## config.mk

```make
export PLATFORM = sky130hd
export DESIGN_NAME = addr_decoder
export DESIGN_NICKNAME = d
export VERILOG_FILES = /design/src/rtl/addr_decoder_pkg.sv /design/src/rtl/addr_decoder.sv
export SDC_FILE = /design/constraint.sdc
export NUM_CORES = 1
export LEC_CHECK = 0
export ABC_AREA = 1
export BUFFER_PORTS_ARGS = -buffer_cell sky130_fd_sc_hd__buf_2
export CAP_MARGIN = 30
export CORE_AREA = 4 4 91 84
export DETAILED_ROUTE_END_ITERATION = 8
export DIE_AREA = 0 0 95 88
export GPL_ROUTABILITY_DRIVEN = 0
export GPL_TIMING_DRIVEN = 1
export PLACE_DENSITY = 0.77
export RECOVER_POWER = 50
export SYNTH_ARGS = -nofsm -noshare
export SYNTH_HDL_FRONTEND = slang
export SYNTH_SLANG_ARGS = --single-unit
```

## constraint.sdc

```tcl
create_clock -name clk -period 1.1 [get_ports clk]
set_input_delay 0 -clock clk [delete_from_list [all_inputs] [get_ports clk]]
set_output_delay 0 -clock clk [all_outputs]
set_load 0.01 [all_outputs]
```

## src/rtl/addr_decoder_pkg.sv

```systemverilog
// Shared constants for the CPU address decoder:
// memory port indices, region selects and the IO address map.
package addr_decoder_pkg;

  localparam int BRAM_PROG_ROM = 0;
  localparam int BRAM_PROG_RAM = 1;
  localparam int BRAM_VECTOR   = 2;
  localparam int BRAM_MATH     = 3;
  localparam int BRAM_POKEY    = 4;
  localparam int BRAM_N        = 5;

  typedef enum logic [2:0] {
    SEL_NONE,
    SEL_PROG_ROM,
    SEL_PROG_RAM,
    SEL_VECTOR,
    SEL_MATH,
    SEL_POKEY,
    SEL_IO
  } sel_t;

  localparam logic [15:0] PROG_RAM_LO = 16'h0000;
  localparam logic [15:0] PROG_RAM_HI = 16'h07FF;
  localparam logic [15:0] ADDR_IN0    = 16'h0800;
  localparam logic [15:0] ADDR_DSW0   = 16'h0A00;
  localparam logic [15:0] ADDR_DSW1   = 16'h0C00;
  localparam logic [15:0] ADDR_VGGO   = 16'h1200;
  localparam logic [15:0] ADDR_VGRST  = 16'h1600;
  localparam logic [15:0] ADDR_MSTAT  = 16'h1800;
  localparam logic [15:0] ADDR_BTNS   = 16'h1808;
  localparam logic [15:0] MATH_RD_LO  = 16'h1810;
  localparam logic [15:0] MATH_RD_HI  = 16'h181F;
  localparam logic [15:0] POKEY_LO    = 16'h1820;
  localparam logic [15:0] POKEY_HI    = 16'h182F;
  localparam logic [15:0] MATH_WR_LO  = 16'h1860;
  localparam logic [15:0] MATH_WR_HI  = 16'h187F;
  localparam logic [15:0] VECTOR_LO   = 16'h2000;
  localparam logic [15:0] VECTOR_HI   = 16'h3FFF;
  localparam logic [15:0] PROG_ROM_LO = 16'h4000;
  localparam logic [15:0] PROG_ROM_HI = 16'h7FFF;

  function automatic logic in_range(
    input logic [15:0] a,
    input logic [15:0] lo,
    input logic [15:0] hi
  );
    return (a >= lo) && (a <= hi);
  endfunction

endpackage

```

## src/rtl/addr_decoder.sv

```systemverilog
// CPU address decoder: memory port fan-out, IO reads,
// vector generator strobes and the read-data return mux.
module addr_decoder
  import addr_decoder_pkg::*;
(
  input  logic             clk,
  input  logic             rst,
  input  logic             clk_en,
  input  logic [15:0]      addr,
  input  logic             we,
  input  logic [7:0]       dataFromCore,
  input  logic [4:0][7:0]  dataFromBram,
  input  logic             halt,
  input  logic             clk_3KHz,
  input  logic             self_test,
  input  logic             coin,
  input  logic [7:0]       DSW0,
  input  logic [7:0]       DSW1,
  input  logic [7:0]       REDBARONBUTTONS,
  input  logic             mod_redbaron,
  output logic [7:0]       dataToCore,
  output logic [4:0][15:0] addrToBram,
  output logic [4:0][7:0]  dataToBram,
  output logic [4:0]       weEnBram,
  output logic             vggo,
  output logic             vgrst
);

  sel_t       sel_d;
  sel_t       sel_q;
  logic [7:0] io_d;
  logic [7:0] data_q;
  logic [7:0] in0;

  // diag, slam and aux switches are not fitted and read inactive
  assign in0 = {clk_3KHz, halt, 1'b1, ~self_test,
                1'b1, 1'b1, 1'b1, ~coin};

  always_comb begin
    sel_d = SEL_NONE;
    io_d  = 8'hFF;
    unique case (1'b1)
      in_range(addr, PROG_RAM_LO, PROG_RAM_HI):
        sel_d = SEL_PROG_RAM;
      in_range(addr, MATH_RD_LO, MATH_RD_HI):
        sel_d = SEL_MATH;
      in_range(addr, POKEY_LO, POKEY_HI):
        sel_d = SEL_POKEY;
      in_range(addr, VECTOR_LO, VECTOR_HI):
        sel_d = SEL_VECTOR;
      in_range(addr, PROG_ROM_LO, PROG_ROM_HI):
        sel_d = SEL_PROG_ROM;
      addr == ADDR_IN0: begin
        sel_d = SEL_IO;
        io_d  = in0;
      end
      addr == ADDR_DSW0: begin
        sel_d = SEL_IO;
        io_d  = DSW0;
      end
      addr == ADDR_DSW1: begin
        sel_d = SEL_IO;
        io_d  = DSW1;
      end
      addr == ADDR_MSTAT: begin
        sel_d = SEL_IO;
        io_d  = 8'h00;
      end
      addr == ADDR_BTNS: begin
        sel_d = SEL_IO;
        io_d  = mod_redbaron ? REDBARONBUTTONS : 8'hFF;
      end
      default: ;
    endcase
  end

  always_comb begin
    for (int i = 0; i < BRAM_N; i++) begin
      addrToBram[i] = addr;
      dataToBram[i] = dataFromCore;
    end
  end

  always_comb begin
    weEnBram = '0;
    weEnBram[BRAM_PROG_RAM] =
      we & in_range(addr, PROG_RAM_LO, PROG_RAM_HI);
    weEnBram[BRAM_VECTOR] =
      we & in_range(addr, VECTOR_LO, VECTOR_HI);
    weEnBram[BRAM_MATH] =
      we & in_range(addr, MATH_WR_LO, MATH_WR_HI);
    weEnBram[BRAM_POKEY] =
      we & in_range(addr, POKEY_LO, POKEY_HI);
  end

  always_ff @(posedge clk) begin
    if (rst) begin
      sel_q  <= SEL_NONE;
      data_q <= 8'hFF;
      vggo   <= 1'b0;
      vgrst  <= 1'b0;
    end else begin
      vggo  <= clk_en & we & (addr == ADDR_VGGO);
      vgrst <= clk_en & we & (addr == ADDR_VGRST);
      if (clk_en) begin
        sel_q  <= sel_d;
        data_q <= io_d;
      end
    end
  end

  always_comb begin
    dataToCore = 8'hFF;
    unique case (sel_q)
      SEL_PROG_ROM: dataToCore = dataFromBram[BRAM_PROG_ROM];
      SEL_PROG_RAM: dataToCore = dataFromBram[BRAM_PROG_RAM];
      SEL_VECTOR:   dataToCore = dataFromBram[BRAM_VECTOR];
      SEL_MATH:     dataToCore = dataFromBram[BRAM_MATH];
      SEL_POKEY:    dataToCore = dataFromBram[BRAM_POKEY];
      SEL_IO:       dataToCore = data_q;
      default:      dataToCore = 8'hFF;
    endcase
  end

endmodule

```

==> results.toml <==
[place]
dpl_cell_area_um2 = 2930
hpwlAfterDp_um = 6430
place_ws_ns = -0.252
portBuffers = 182

[logic_synthesis]
synth_commonest_cells = "buf_4 (121), nand2_1 (72), inv_1 (42), nor2_1 (34), nand4_1 (28)"
ys_warn_count = 0
synthArstFlopShare_pct = 0
netlist_top_cells_area = "buf_4 (37%), nand2_1 (11%), dfxtp_1 (10%)"
ys_seq_area_share_pct = 10.5
synth_most_common_cell = "buf_4"
syn_area_per_cell_um2 = 6.18
synth-simple-area-share_pct = 34.4
yosys.area_share.adder_pct = 0
synth_top_family_by_area = "buffers and inverters"
synth.distinct_cells = 28
synth-xor-area-share_pct = 0
synthCells = 403
synthMuxAreaShare_pct = 0
synth_nets = 500
synth-compound-area-share_pct = 9.60
synth_area_um2 = 2490
synth_edf_count = 0
yosys.area.top_type = "buf_4"
ys.flop_type = "dfxtp_1"
ys_ff_latch = 13
synthDominantCellAreaShare_pct = 36.5

[cts]
cts_buffer_depth = 2
cts.sinks = 13
clk_pin_slew_ns = 0.05
cts_tree = "done"
htree_levels = 1
insertion_delay_ns = 0.23
cts_buffers = 3
cts_root_buf = "clkbuf_8"
holdBufCountCts = 0

[drt]
drc = 0
dr.pass1.iters = 7
via_per_inst = 4.71
wirelength_um = 7960
drtAntennaViolNets = 0
dr.first_iter.drc_count = 209
vias = 2853
routedWlPerCell_um = 13.1

[power]
peakVddDrop_mv = 0.441
leakage_nw = 1.76
power.density_nw_per_um2 = 530
fin_total_pwr_mw = 1.76

[min_path]
hold_path_class = "input port to primary output"
hold_path.startpoint = "dataFromCore[6]"

[die]
rows = 28
die-area_um2 = 8360
coreArea_um2 = 6590
start_util_pct = 37.8
die_y_um = 88
die_w_um = 95
ioPinCount = 232

[timing]
setup_tns_ns = -2.78
finClkSkew_ns = 0
grt_setup_unrepaired = "true"
hold_ws_ns = 0.00000988
maxSlewViolCount = 0
setup_slack_ns = -0.362
min_period_ns = 1.46
setup-violations-final = 8
period_share_pct = 133
fmax_mhz = 684
hold_viol_final = 0

[setup_path]
setup.worst_path.end_class = "primary output"
cp_max_fo = 8
rr_endpoint = "data_q[5]$_SDFFE_PP1P_"
r2r_cells = 3
cp-start-kind = "register"
r2r-start = "data_q[5]$_SDFFE_PP1P_"
r2r_slack_ns = 0.26
critPathKind = "register to primary output"
worstPathArrival_ns = 1.46
crit_start = "sel_q[1]$_SDFFE_PP0P_"
critical_path.endpoint = "dataToCore[3]"
worstPathRequired_ns = 1.10

[global_route]
grt_usage_pct = 17.7
antenna_found_initial = 0
grt_start_max_net_pins = 15
gr-total-overflow = 0
first_global_vias = 2679
grt_pass1_wl_um = 12100

[layout]
drive_gt1_share_pct = 55.4
fin_nets = 614
area_growth_pct = 33.6
diodes = 0
design_area_um2 = 3320

[run_status]
status = "finished with violations"
violations = "setup timing"

[flow_run]
max_cap_violations = 0
==> cells in the final DEF (no fill, tap or decap) <==
cell,n
a21oi_1,9
nor2_2,6
nand3_1,10
o21ai_0,3
clkbuf_1,28
nand2_1,60
nor2_4,14
buf_8,1
o22ai_4,1
nor2_1,26
nand2_4,3
o22ai_1,5
buf_4,49
inv_1,37
clkinv_1,2
dfxtp_2,2
clkbuf_8,3
o22ai_2,2
inv_6,1
buf_12,2
nand3_4,2
o21ai_1,3
o211ai_1,3
dfxtp_4,1
nor2_8,1
clkbuf_4,3
buf_2,148
a221oi_2,5
conb_1,1
inv_2,11
dfxtp_1,10
a221oi_4,3
buf_6,6
nand2_2,14
nand4_1,28
or2_2,2
nand3_2,4
a21oi_2,2
nor3_1,4
a211oi_1,1
==> critical path, cell delays in order (launching register included) <==
cell      delay [ns]
dfxtp_2         0.34
buf_6           0.13
nand2_4         0.06
nor2_4          0.33
a221oi_2        0.12
nand4_1         0.12
buf_2           0.14
==> cell type report <==
class                           count  area, µm²
Clock buffer                        4       45.0
Multi-Input combinational cell    212       1350
Inverter                           51        196
Timing Repair Buffer              236       1360
Fill cell                         675       3260
Sequential cell                    13        267
Tap cell                           90        113
==> cells by family (layout without fill, tap and decap cells) <==
family,count (synthesis),in the layout
and+or+nand+nor,173,174
AOI/OAI and AO/OA,37,37
buffers and inverters,179,291
DFF,13,13
other,1,1
==> routing by layer <==
layer	wire length [µm]	global-route usage, %	part of all wire [%]
met5	0	0	0
met4	152	3.67	1.9
met3	708	2.92	8.9
met1	3090	22.0	39
met2	4020	32.2	50
==> state kept, by name, indices dropped and copies added, names as in the netlist <==
signal  cells
vgrst       1
data_q      8
sel_q       3
vggo        1
==> power breakdown <==
part,internal [mW],total (mW),switching (mW)
Combinational,0.385,0.854,0.469
Clock,0.255,0.408,0.153
Sequential,0.485,0.498,0.0137
Total,1.12,1.76,0.636
==> per-stage QoR <==
stage               utilization [%]  instances
floorplan                         -        403
global placement               44.5        591
detailed placement             44.5        591
CTS                            48.4        602
global route                   50.5        606
finish                         50.5        606
==> what timing repair did <==
action	CTS	global route
resized for setup	36	41
pin swaps	19	25
cloned	1	0
setup endpoints to repair	10	17
buffers inserted	10	6
==> worst min-delay path by stage <==
stage | to | slack (ns) | depth (start not counted)
global route | dataToBram[29] | 0.00009 | 0
global placement | dataToBram[27] | 0.0002 | 0
CTS | dataToBram[27] | 0.0002 | 0
finish | dataToBram[22] | 0.00001 | 0
detailed placement | dataToBram[27] | 0.0002 | 0
floorplan | vggo$_SDFF_PP0_ | 0.08 | 1
(Power assumes the default switching activity.)
